### src/rtl/mbist_bg_pkg.sv
// Shared types for the MBIST data-background sequencer and its pattern decoder.
package mbist_bg_pkg;

  localparam int unsigned NUM_BG = 6;

  typedef enum logic [2:0] {
    BG_CB   = 3'd0,
    BG_ICB  = 3'd1,
    BG_HI   = 3'd2,
    BG_LO   = 3'd3,
    BG_ZERO = 3'd4,
    BG_ONE  = 3'd5
  } bg_code_t;

  typedef enum logic [1:0] {
    IDLE = 2'd0,
    RUN  = 2'd1,
    DONE = 2'd2
  } bg_state_t;

  typedef struct packed {
    logic     found;
    bg_code_t code;
  } bg_pick_t;

  // Lowest enabled code at or above 'from'; found=0 when none remains.
  function automatic bg_pick_t pick_enabled(input logic [NUM_BG-1:0] mask,
                                            input logic [3:0]        from);
    bg_pick_t p;
    p.found = 1'b0;
    p.code  = BG_CB;
    for (int unsigned k = NUM_BG; k > 0; k--) begin
      if (mask[k-1] && ((k - 1) >= {28'd0, from})) begin
        p.found = 1'b1;
        p.code  = bg_code_t'(3'(k - 1));
      end
    end
    return p;
  endfunction

endpackage

### src/rtl/mbist_bg_pattern.sv
// Combinational background decoder (code, address, polarity -> word); also used by the compare path.
// MBIST_BG_ADDR_CB_EN: codes 0/1 are XORed with the address LSB to form a row checkerboard.
module mbist_bg_pattern
  import mbist_bg_pkg::*;
#(
  parameter int unsigned DATA_W = 8
) (
  input  bg_code_t          code,
  input  logic              addr_lsb,
  input  logic              inv,
  output logic [DATA_W-1:0] word
);

  logic [DATA_W-1:0] pat;

  always_comb begin
    pat = '0;
    case (code)
      BG_CB:   for (int unsigned i = 0; i < DATA_W; i++) pat[i] = i[0];
      BG_ICB:  for (int unsigned i = 0; i < DATA_W; i++) pat[i] = ~i[0];
      BG_HI:   for (int unsigned i = 0; i < DATA_W; i++) pat[i] = (i >= DATA_W / 2);
      BG_LO:   for (int unsigned i = 0; i < DATA_W; i++) pat[i] = (i < DATA_W / 2);
      BG_ZERO: pat = '0;
      BG_ONE:  pat = '1;
      default: pat = '0;
    endcase
`ifdef MBIST_BG_ADDR_CB_EN
    if (code == BG_CB || code == BG_ICB)
      pat = pat ^ {DATA_W{addr_lsb}};
`endif
    word = pat ^ {DATA_W{inv}};
  end

`ifndef MBIST_BG_ADDR_CB_EN
  logic unused_addr_lsb;
  assign unused_addr_lsb = addr_lsb;
`endif

endmodule

### src/rtl/mbist_bg_seq.sv
// MBIST data-background sequencer: steps through the BG_MASK-enabled backgrounds and
// returns a registered, polarity-adjusted data word per accepted request.
module mbist_bg_seq
  import mbist_bg_pkg::*;
#(
  parameter int unsigned        DATA_W  = 8,
  parameter int unsigned        ADDR_W  = 6,
  parameter logic [NUM_BG-1:0]  BG_MASK = 6'b111111
) (
  input  logic              clk,
  input  logic              rst_n,
  input  logic              bg_start,
  input  logic              bg_adv,
  input  logic              req_vld,
  input  logic [ADDR_W-1:0] req_addr,
  input  logic              req_inv,
  output logic              busy,
  output logic [2:0]        bg_idx,
  output logic              done,
  output logic              dout_vld,
  output logic [DATA_W-1:0] dout,
  output logic              err
);

  bg_state_t         state_q, state_d;
  bg_code_t          idx_q, idx_d;
  bg_pick_t          first_en, next_en;
  logic              acc, err_d;
  logic              busy_q, done_q, err_q, dout_vld_q;
  logic [DATA_W-1:0] dout_q, pat_word;

  assign first_en = pick_enabled(BG_MASK, 4'd0);
  assign next_en  = pick_enabled(BG_MASK, {1'b0, idx_q} + 4'd1);

  always_comb begin
    state_d = state_q;
    idx_d   = idx_q;
    err_d   = 1'b0;
    acc     = 1'b0;
    case (state_q)
      IDLE: begin
        err_d = req_vld | (bg_adv & ~bg_start);
        if (bg_start) begin
          if (first_en.found) begin
            state_d = RUN;
            idx_d   = first_en.code;
          end else begin
            state_d = DONE;
          end
        end
      end
      RUN: begin
        acc = req_vld;
        // Restart wins over advance; an advance past the last enabled code ends the sequence.
        if (bg_start) begin
          idx_d = first_en.code;
        end else if (bg_adv) begin
          if (next_en.found) idx_d = next_en.code;
          else               state_d = DONE;
        end
      end
      DONE: begin
        err_d   = req_vld | bg_adv;
        state_d = IDLE;
      end
      default: state_d = IDLE;
    endcase
  end

  mbist_bg_pattern #(
    .DATA_W (DATA_W)
  ) u_pattern (
    .code     (idx_q),
    .addr_lsb (req_addr[0]),
    .inv      (req_inv),
    .word     (pat_word)
  );

  always_ff @(posedge clk or negedge rst_n) begin
    if (!rst_n) begin
      state_q    <= IDLE;
      idx_q      <= BG_CB;
      busy_q     <= 1'b0;
      done_q     <= 1'b0;
      err_q      <= 1'b0;
      dout_vld_q <= 1'b0;
      dout_q     <= '0;
    end else begin
      state_q    <= state_d;
      idx_q      <= idx_d;
      busy_q     <= (state_d == RUN);
      done_q     <= (state_d == DONE);
      err_q      <= err_d;
      dout_vld_q <= acc;
      if (acc) dout_q <= pat_word;
    end
  end

  assign busy     = busy_q;
  assign bg_idx   = idx_q;
  assign done     = done_q;
  assign err      = err_q;
  assign dout_vld = dout_vld_q;
  assign dout     = dout_q;

  logic unused_addr;
  assign unused_addr = ^req_addr;

endmodule

### config.mk
export PLATFORM = sky130hd
export DESIGN_NAME = mbist_bg_seq
export DESIGN_NICKNAME = d
export VERILOG_FILES = /design/src/rtl/mbist_bg_pkg.sv /design/src/rtl/mbist_bg_pattern.sv /design/src/rtl/mbist_bg_seq.sv
export SDC_FILE = /design/constraint.sdc
export NUM_CORES = 1
export LEC_CHECK = 0
export CAP_MARGIN = 20
export CORE_ASPECT_RATIO = 1.4
export CORE_MARGIN = 5
export CORE_UTILIZATION = 44
export CTS_CLUSTER_SIZE = 12
export DETAILED_ROUTE_END_ITERATION = 8
export PLACE_DENSITY_LB_ADDON = 0.1
export SETUP_SLACK_MARGIN = 0.5
export SLEW_MARGIN = 5
export SYNTH_ARGS = -nofsm -noshare
export SYNTH_HDL_FRONTEND = slang
export SYNTH_SLANG_ARGS = --single-unit
### constraint.sdc
create_clock -name clk -period 2.2 [get_ports clk]
set_input_delay 0.44 -clock clk [delete_from_list [all_inputs] [get_ports clk]]
set_output_delay 0.44 -clock clk [all_outputs]
set_load 0.005 [all_outputs]
== Word level (Yosys, flattened, before mapping) ==
Cells that the tools add are included.

* ROM bits: 0
* Logic and storage cells: 53
* RAM bits: 0
* Bits in latches: 0
* Bits of input ports: 12
* Memories: 0
* Output and inout port bits: 15
* Register bits after elaboration: 17

* Divide/modulo/power cells: 0
* Reduce and logical (&&, ||, !) cells: 4
* Order comparisons: 6
* Bitwise operators: 5
* Equal/unequal tests: 11
* Multiply operators: 0
* Shifts and indexed selects: 0
* Muxes and demuxes: 19
* $add $sub $neg: 1

{| class="wikitable"
|+ Operator list
! kind !! number
|-
| case mux 8 bit (5 select lines) || 1
|-
| 2-to-1 mux 4 bit || 6
|-
| 2-to-1 mux 3 bit || 4
|-
| >= comparator 1 x 4 -> 1 bit, first input constant || 2
|-
| >= comparator 2 x 4 -> 1 bit, first input constant || 2
|-
| >= comparator 3 x 4 -> 1 bit, first input constant || 2
|-
| 2-to-1 mux 2 bit || 4
|-
| XOR 8 bit || 1
|-
| == test 3 x 2 -> 1 bit, second input constant || 2
|-
| inequality test 3 bit, second input constant || 2
|-
| case mux 3 bit (2 select lines) || 1
|-
| adder 3 x 1 -> 4 bit, second input constant || 1
|-
| == test 2 x 1 -> 1 bit, second input constant || 2
|-
| == test 2 bit, second input constant || 2
|-
| case mux 2 bit (2 select lines) || 1
|-
| AND reduction 4 bit || 1
|-
| == test 3 x 1 -> 1 bit, second input constant || 1
|-
| == test 3 bit, second input constant || 1
|-
| logical NOT 3 bit || 1
|-
| logical NOT 2 bit || 1
|-
| inequality test 2 bit, second input constant || 1
|-
| bitwise OR 1 bit || 2
|-
| case mux 1 bit (2 select lines) || 1
|-
| nonzero test 2 bit || 1
|-
| other kinds (3) || 3
|}

== Depth between registers and ports, before layout ==
Gate-level depths: netlist of the first run.

* Word-level depth: 13
* Depth in mapped cells: 6

== By module ==
Synthesis of the first run repeated with hierarchy kept, for this count alone.

* Cell total of the unflattened synthesis: 97
* Area, all modules: 939.7 µm²

{| class="wikitable"
|+ By module, submodules not included
! module !! area an instance (µm²) !! cells an instance !! instances !! seq. area each (µm²)
|-
| mbist_bg_seq || 818.3 || 81 || 1 || 425.4
|-
| mbist_bg_pattern || 121.4 || 16 || 1 || 0.0
|}

== Worst setup path before layout of the first run ==
OpenSTA, ideal clock, no wires.

* Path type: register to register
* From: reg idx_q[0] (netlist: bg_idx[0])
* To: reg idx_q[2] (netlist: bg_idx[2])
* Cell stages (with the launch flop): 7
* Data required time: 2075 ps
* Path slack: 262 ps
* Path buffers: 0
* Setup time: 125 ps
* Clock period less this slack: 1938 ps
* Data arrival time: 1813 ps
* Cell sequence: dfrtp_1 > inv_1 > ha_1 > nand2b_1 > nor2_1 > o41a_1 > mux2_4

* Longest elaborated chain between the ends: 12

{| class="wikitable"
|+ RTL lines
! what !! line !! RTL
|-
| start, declared || mbist_bg_seq.sv:26 || <nowiki>bg_code_t idx_q, idx_d;</nowiki>
|-
| start signal, assigned || mbist_bg_seq.sv:90 || <nowiki>idx_q <= idx_d;</nowiki>
|-
| adder 3 x 1 -> 4 bit (*) || mbist_bg_seq.sv:33 || <nowiki>assign next_en = pick_enabled(BG_MASK, {1'b0, idx_q} + 4'd1);</nowiki>
|-
| >= comparator 3 x 4 -> 1 bit || mbist_bg_pkg.sv:33 || <nowiki>if (mask[k-1] && ((k - 1) >= {28'd0, from})) begin</nowiki>
|-
| 2-to-1 mux 4 bit (5 in series) || mbist_bg_pkg.sv:33 ||
|-
| 2-to-1 mux 4 bit (*) || mbist_bg_pkg.sv:33 ||
|-
| 2-to-1 mux 3 bit || mbist_bg_seq.sv:58 || <nowiki>if (next_en.found) idx_d = next_en.code;</nowiki>
|-
| 2-to-1 mux 3 bit || mbist_bg_seq.sv:57 || <nowiki>end else if (bg_adv) begin</nowiki>
|-
| 2-to-1 mux 3 bit || mbist_bg_seq.sv:55 || <nowiki>if (bg_start) begin</nowiki>
|-
| case mux 3 bit (2 select lines) || mbist_bg_seq.sv:40 || <nowiki>case (state_q)</nowiki>
|}

Mark *: on every way between the ends. The rest lies on a longest branch, timed or not. The select of a mux whose other input is x is not followed.
A chain may end at the register's enable or synchronous reset.

== Worst setup path after layout of the first run ==
Same ends and word-level chain as after synthesis.

==> results of run 1 <==
where the power goes:
part | internal, mW | total, mW | switching (mW)
clock network | 0.0699 | 0.139 | 0.0691
registers | 0.309 | 0.380 | 0.0703
logic | 0.470 | 0.784 | 0.314
total | 0.849 | 1.30 | 0.453
cell usage after synthesis, types with 2 or more instances:
master	instances	area (µm²)
o22ai_1	2	12.51
xnor2_1	2	17.52
inv_1	5	18.77
nor2_1	5	18.77
ha_1	5	62.56
xor2_1	2	17.52
o21ai_0	6	30.03
mux2i_1	2	20.02
a21oi_1	3	15.01
nand3_1	2	10.01
nor2b_1	4	25.02
nand2b_1	2	12.51
dfrtp_1	13	325.3
buf_4	4	30.03
o211ai_1	2	15.01
nand3b_1	3	22.52
nand2_1	9	33.78
flip-flops by register name (all words and copies together), names as in the netlist:
signal,count
dout,4
bg_idx,3
state_q,2
busy,1
done,1
dout_vld,1
err,1
final cells by class:
cell class | instances | area (µm²)
clock buffers | 4 | 26.28
fillers | 159 | 603.1
inverters | 5 | 18.77
multi-input cells | 62 | 469.2
flip-flops and latches | 13 | 329.1
well taps | 20 | 25.02
repair buffers | 31 | 285.3
kinds of logic (layout without fill, tap and decap cells):
family | after synthesis | in the layout | share of synthesized area
flip-flops | 13 | 13 | 0.4019
multiplexers | 3 | 3 | 0.04327
adder cells (fa/ha/maj) | 5 | 5 | 0.07728
AND/OR/NAND/NOR | 31 | 31 | 0.2025
buffers and inverters | 10 | 40 | 0.06646
XOR/XNOR | 5 | 5 | 0.06338
AO/OA/AOI/OAI | 18 | 18 | 0.1453
worst reg2reg max path, cell delays in order (launching register included):
cell and delay, ps:
dfrtp_2 480, buf_6 140, ha_1 190, nand2b_4 140
o21bai_1 260, nor3_1 100, mux2_4 270
cell usage in the layout (no fill, tap or decap), types with 3 or more instances in the layout:
| cell | netlist | final |
|---|---|---|
| ha_1 | 5 | 3 |
| clkbuf_4 | 0 | 3 |
| dfrtp_2 | 0 | 3 |
| inv_1 | 5 | 3 |
| nor2_1 | 5 | 4 |
| nand2_1 | 9 | 9 |
| clkdlybuf4s50_1 | 0 | 18 |
| nor2b_1 | 4 | 4 |
| buf_4 | 4 | 8 |
| o21ai_0 | 6 | 6 |
| a21oi_1 | 3 | 3 |
| dfrtp_1 | 13 | 10 |
| nand3b_1 | 3 | 3 |
routing by layer:
metal / routed length, µm / global-route usage / vias up
li1: - / - / 349
met5: 0 / 0 / -
met3: 95 / 0.008902 / 4
met2: 863 / 0.2382 / 19
met4: 51 / 0.08130 / 0
met1: 685 / 0.1611 / 312
path summary, 6_finish.rpt:
check,from,endpoint,slack (ps),cells after the start
max in group asynchronous,rst_n,bg_idx[1],1280,1
max reg2reg,bg_idx[0],bg_idx[2],500,6
min reg2reg,dout[2],dout[2],500,2
min,dout[2],dout[2],500,2
max,bg_idx[0],bg_idx[2],500,6
min in group asynchronous,rst_n,state_q[1],530,1
repair_timing:
| item | 4_1_cts | 5_1_grt |
|---|---|---|
| setup endpoints to repair | 4 | 4 |
| resized for setup | 7 | 2 |
| pin swaps | 2 | 3 |
| buffers inserted | 11 | 0 |
==> results.cfg, run 1 <==
[layout]
syn_to_final_growth_pct = 42.50
finish.instance_area_um2 = 1154
drive_gt1_frac = 0.2435
postLayoutCoreUtil = 0.6567
fin_nets = 133
fin_cells = 135
antenna_cells = 0

[clock_network]
cts_tree = done
ctsLongestPathBuffers = 2
numClockSinks = 13
root_buffer = clkbuf_4
path_clk_slew_ps = 80
htreeDepth = 1
cts.hold.buffers_added = 0
cts_inserted_buffers = 3
clk_latency_ps = 260

[synth]
synthCells = 85
synth_ff_type = dfrtp_1
syn_area_um2 = 809.5
yosysSeqAreaShare = 0.4019
async_flop_share = 1.000
syn-mean-instance-area_um2 = 9.524
ys_types = 31
ys_seq_elements = 13
synth_edf_count = 0
yosys_warnings = 0
syn_nets = 102

[setup_path]
cp_top_family = flip-flops
path_class = flip-flop to flip-flop
critPathRequiredTime_ps = 2350
arrival_ps = 1850
path_buf_inv = 1
critPathSlowestCell = dfrtp_2
crit_chain = buf_6 > ha_1 > nand2b_4 > o21bai_1 > nor3_1 > mux2_4
crit_fanout = 7
crit_path_end_kind = flip-flop
cpPeakStageDelay_ps = 480
startpoint_type = flip-flop

[timing]
hold_violations = 0
final.setup_skew_ps = 1.527
maxSlewHeadroom = 0.6331
setup_ws_ps = 496.0
drv_slew = 0
tns_ps = 0
fmax_mhz = 586.9
finalCriticalPeriod_ps = 1704
setup_viol = 0
whs_ps = 502.8
tightest_slew_ps = 548.6
rsz0062_at_grt = yes
fin_crit_sh = 0.7745

[routing]
totalWireLength_mm = 1.695
drc_errors = 0
postRouteAntennaNets = 0
num_vias = 684
dr.pass1.iters = 2
drt-initial-drc-count = 2
vias_per_cell = 5.067
wl_per_cell_um = 12.56

[grt]
grt_max_degree = 14
grt_usage = 0.1374
overflow = 0
grt_pass1_wl_mm = 2.808
grt_pass1_vias = 651
antenna_found_initial = 0

[power]
power.total_mw = 1.302
power_density_nw_per_um2 = 1129
irDropWorstVdd_v = 0.0006649
p_leak_nw = 0.5090

[floorplanning]
fp.dieH_um = 60.75
start_util = 0.4608
rows = 18
dieArea_um2 = 2810
core_area_um2 = 1757
die_x_um = 46.25
io_pins = 27

[placement]
pre_cts_slack_ps = 231.9
gp_congestion = 0.7597
postPlaceCellArea_um2 = 1017
dpl.hpwl_mm = 1.188
io_buffers = 20
place_inst = 120

[worst_hold_path]
hold_class = flip-flop to flip-flop

[job]
max_cap_violations = 0

[outcome]
status = finished, final reports clean
Note: power is estimated with default switching activity, not from simulation.
==> run 2, diff against run 1 <==
Clock period 2.2 ns to 1.6 ns, I/O delays scaled along.
==> run 2 against run 1 <==
The flow now finishes with violations (negative setup slack). Maximum frequency grew 1.6%. Total power grew 65%. Cell area increased by 17%. First-iteration DRC count rose to 7.0 times the previous value. Die area did not move. Clock power up 46%. Final cell count increased by 11%. Non-clock buffer count increased by 15. Critical path depth is the same. Utilization rose by 11 points. Largest power group unchanged. Highest routed layer unchanged.
==> results.cfg, run 2 (same netlist as run 1, synthesis figures left out) <==
[layout]
antenna_cells = 0
largest_reg_flops = 4
layout_common_cells = 17 x buf_6, 14 x buf_4, 10 x dfrtp_1
final_common_cell = buf_6
syn_to_final_growth_pct = 66.46
drive_gt1_frac = 0.5154
fin_nets = 148
postLayoutCoreUtil = 0.7671

[timing]
setup_ws_ps = -77.93
rsz0062_at_grt = yes
finalCriticalPeriod_ps = 1678
drv_slew = 0
hold_violations = 0
fin_crit_sh = 1.049
tightest_slew_ps = 305.4
final.setup_skew_ps = 3.241
maxSlewHeadroom = 0.7958
fmax_mhz = 596.0
setup_viol = 3

[setup_path]
startpoint_type = flip-flop
critPathRequiredTime_ps = 1770
arrival_ps = 1850
path_buf_inv = 1
regToRegEndpoint = bg_idx[2]
crit_path_end_kind = flip-flop
cpPeakStageDelay_ps = 470
rr_startpoint = bg_idx[0]
path_class = flip-flop to flip-flop
critPathSlowestCell = dfrtp_2
cp_top_family = flip-flops
reg2reg_depth = 6
crit_fanout = 5
crit_chain = inv_2 > ha_4 > nand2b_4 > nor2_2 > o41a_1 > mux2_4
rrSetupSlack_ps = -80

[routing]
drt-initial-drc-count = 14
num_vias = 783
wl_per_cell_um = 13.52
highest_layer = met4
wl_met1_um = 752
totalWireLength_mm = 2.028
drc_errors = 0
wl_met2_mm = 1.113
wl_met3_um = 102
dr.pass1.iters = 6
vias_per_cell = 5.220
postRouteAntennaNets = 0

[outcome]
status = complete, but fails checks
violations = negative setup slack

[grt]
antenna_found_initial = 0
overflow = 0
grt_usage = 0.1575
grt_pass1_vias = 742
grt_pass1_wl_mm = 3.118
grt_max_degree = 14

[placement]
gp_congestion = 0.7650
dpl.hpwl_mm = 1.405
io_buffers = 20

[clock_network]
ctsLongestPathBuffers = 2
clk_latency_ps = 280
cts_tree = done
cts_inserted_buffers = 3
cts.hold.buffers_added = 0
path_clk_slew_ps = 80
root_buffer = clkbuf_4
numClockSinks = 13
htreeDepth = 1

[power]
power.total_mw = 2.155
internal_power_mw = 1.379
p_leak_nw = 0.6231
p_sw_mw = 0.7758
irDropWorstVdd_v = 0.0009132
p_sw_frac = 0.3600
p_seq_frac = 0.243
p_comb_frac = 0.663
power_frac_clock = 0.094
power_density_nw_per_um2 = 1599

[job]
max_cap_violations = 0

[floorplanning]
io_pins = 27
rows = 18
dieArea_um2 = 2810
core_area_um2 = 1757
fp.dieH_um = 60.75
start_util = 0.4608
die_x_um = 46.25

[worst_hold_path]
hold_class = input port to asynchronous set/reset pin
==> run 2: cell count changes in the layout (fill, tap and decap cells not counted), sizes merged <==
cell,before,now
buf,11,40
clkdlybuf4s50,18,5
dlygate4sd2,2,1
==> run 2: stage by stage <==
step                      setup TNS [ps]  std cells  cell area [µm²]  hold slack (ps)  worst slack [ps]
after CTS                         -74.23        145             1251            349.5            -50.35
final                             -157.0        150             1348            345.6            -77.93
after floorplan                   -83.01         85            839.6            24.41            -83.01
after global routing              -319.7        150             1348            356.7            -113.6
after detailed placement          -361.4        133             1127            490.7            -140.9
after global placement            -257.3        133             1127            485.2            -110.9
==> run 2: worst max path at each step <==
stage               from         to  slack, ps  depth (start not counted)
2_1_floorplan  bg_idx[0]  bg_idx[2]        -80                          6
3_3_place_gp      bg_adv  bg_idx[2]       -110                          4
3_5_place_dp      bg_adv  bg_idx[2]       -140                          4
4_1_cts        bg_idx[0]  bg_idx[2]        -50                          5
5_1_grt        bg_idx[0]  bg_idx[2]       -110                          6
6_report       bg_idx[0]  bg_idx[2]        -80                          6
==> run 2: final cells by class <==
type / instances / area, µm²
clock buffer: 4 / 26.28
fill: 142 / 409.1
inverter: 5 / 18.77
multi-input combinational: 62 / 548.0
sequential: 13 / 329.1
tap: 20 / 25.02
timing repair buffer: 46 / 400.4
==> run 2: power by group through the flow <==
| stage | logic [mW] | clock network, mW | registers, mW |
|---|---|---|---|
| final | 1.43 | 0.203 | 0.523 |
| after detailed placement | 1.04 | 0 | 0.519 |
| after global routing | 1.55 | 0.222 | 0.536 |
| after CTS | 1.29 | 0.207 | 0.510 |
| after floorplan | 0.583 | 0 | 0.533 |
| after global placement | 1.03 | 0 | 0.513 |
==> run 2: timing repair <==
action,in CTS,in global routing
setup endpoints to repair,26,24
pin swaps,4,9
setup buffers,8,5
resized for setup,80,15
==> run 2: metal layers <==
layer,vias up,GRT usage
met2,24,0.3031
li1,377,-
met3,5,0.008902
met4,0,0.1098
met1,377,0.1494
met5,-,0
==> run 2: worst reg2reg max path, delay by kind of cell, from the launching register on <==
family                   cells  cell delay, ps
buffers and inverters        1             100
AND/OR/NAND/NOR              2             120
adder cells (fa/ha/maj)      1             210
flip-flops                   1             470
multiplexers                 1             310
AO/OA/AOI/OAI                1             350
==> run 3, diff against run 2 <==
Settings changed: SKIP_LAST_GASP set to 1, SLEW_MARGIN 5 to unset.
==> run 3 against run 2 <==
The flow still finishes with violations (negative setup slack). Register-to-register slack about the same. Non-clock buffer count increased by 4. First-iteration DRC count decreased by 36%. Flip-flop and latch count unchanged. Hold slack improved by 5.6 ps. Setup slack got worse by 12 ps. Combinational power increased by 6%. Clock power decreased by 2%. Global-route usage decreased by 0.41 points. Critical path depth unchanged. Critical endpoint unchanged.
==> results.cfg, run 3 (same netlist as run 1, synthesis figures left out) <==
[clock_network]
numClockSinks = 13
path_clk_slew_ps = 70
clk_latency_ps = 270
cts_tree = done
htreeDepth = 1
root_buffer = clkbuf_4
cts_inserted_buffers = 3
cts.hold.buffers_added = 0
ctsLongestPathBuffers = 2

[layout]
fin_nets = 152
drive_gt1_frac = 0.5224
syn_to_final_growth_pct = 67.08
antenna_cells = 0
finish.instance_area_um2 = 1353
largest_reg_flops = 4
layout_common_cells = 18 x buf_6, 17 x buf_4, 10 x dfrtp_1
fillers = 137
final_common_cell = buf_6
postLayoutCoreUtil = 0.7699

[power]
p_leak_nw = 0.6448
irDropWorstVdd_v = 0.0009692
p_comb_frac = 0.680
p_sw_frac = 0.3579
p_sw_mw = 0.7950
power.total_mw = 2.221
power_frac_clock = 0.089
p_seq_frac = 0.231
internal_power_mw = 1.426
power_density_nw_per_um2 = 1642

[job]
max_cap_violations = 0

[timing]
final.setup_skew_ps = 1.482
fin_crit_sh = 1.056
tightest_slew_ps = 281.9
setup_viol = 3
hold_violations = 0
maxSlewHeadroom = 0.8101
fmax_mhz = 591.6
finalCriticalPeriod_ps = 1690
tns_ps = -198.7
drv_slew = 0
rsz0062_at_grt = yes
setup_ws_ps = -90.33

[routing]
postRouteAntennaNets = 0
num_vias = 812
totalWireLength_mm = 2.272
vias_per_cell = 5.273
dr.pass1.iters = 4
wl_per_cell_um = 14.75
drc_errors = 0
drt-initial-drc-count = 9

[outcome]
status = complete, but fails checks
violations = negative setup slack

[setup_path]
arrival_ps = 1850
critPathRequiredTime_ps = 1760
startpoint_type = flip-flop
crit_end = bg_idx[2]
crit_chain = buf_4 > ha_1 > nand2b_4 > nor2_2 > o41a_1 > mux2_4
cpPeakStageDelay_ps = 420
crit_fanout = 4
rr_startpoint = bg_idx[1]
reg2reg_depth = 6
crit_path_end_kind = flip-flop
cp-startpoint = bg_idx[1]
path_class = flip-flop to flip-flop
regToRegEndpoint = bg_idx[2]
critPathSlowestCell = dfrtp_2
rrSetupSlack_ps = -90

[grt]
grt_usage = 0.1534
grt_pass1_vias = 723
grt_max_degree = 14
grt_pass1_wl_mm = 3.036
antenna_found_initial = 0
overflow = 0

[floorplanning]
fp.dieH_um = 60.75
rows = 18
io_pins = 27
die_x_um = 46.25
core_area_um2 = 1757
start_util = 0.4608
dieArea_um2 = 2810

[placement]
dpl.hpwl_mm = 1.405
pre_cts_slack_ps = -140.9
gp_congestion = 0.7650
io_buffers = 20
postPlaceCellArea_um2 = 1127

[worst_hold_path]
hold_class = input port to asynchronous set/reset pin
-- run 3: cell count changes in the layout (fill, tap and decap cells not counted), sizes merged --
cell         delta
dlygate4sd2     -1
buf             +4
clkbuf          +1
-- run 3: what timing repair did --
item	4_1_cts	5_1_grt
setup buffers	8	9
endpoints found under the setup margin	26	24
resized for setup	70	20
pin swaps	4	8
-- run 3: area by class of cell --
class | count | area [µm²] | share of cell area
sequential | 13 | 329.1 | 0.2433
inverter | 5 | 18.77 | 0.01388
clock buffer | 4 | 26.28 | 0.01943
tap | 20 | 25.02 | 0.01850
timing repair buffer | 50 | 430.4 | 0.3182
multi-input combinational | 62 | 523.0 | 0.3867
-- run 3: power groups by stage --
stage          Combinational, mW  Clock (mW)  Sequential (mW)
6_report                    1.51       0.198            0.513
5_1_grt                     1.62       0.220            0.523
4_1_cts                     1.24       0.207            0.507
3_5_place_dp                1.04           0            0.519
3_3_place_gp                1.03           0            0.513
2_1_floorplan              0.583           0            0.533
-- run 3: worst min path at each step --
stage	startpoint	end	slack [ps]
floorplan	rst_n	bg_idx[0]	20
global placement	dout[5]	dout[5]	490
detailed placement	state_q[0]	err	490
CTS	rst_n	state_q[0]	350
global route	rst_n	busy	360
finish	rst_n	done	350
-- run 3: routing by layer --
layer	up-vias	wire length, µm	GRT usage
met5	-	0	0
met4	0	72	0.1098
met3	7	113	0.008902
met2	28	1279	0.2933
met1	389	807	0.1460
li1	388	-	-
-- run 3: worst max-delay path: cells and delay by family, from the launching register on --
kind	cells	cell delay [ps]
AOI/OAI and AO/OA	1	360
and+or+nand+nor	2	190
adders and majority gates	1	160
muxes	1	310
DFF	1	420
buffers and inverters	1	140
-- run 3: per-stage QoR --
stage               std cells  hold slack (ps)
finish                    154            351.2
global route              154            363.5
CTS                       145            349.5
detailed placement        133            490.7
global placement          133            485.2
floorplan                  85            24.41
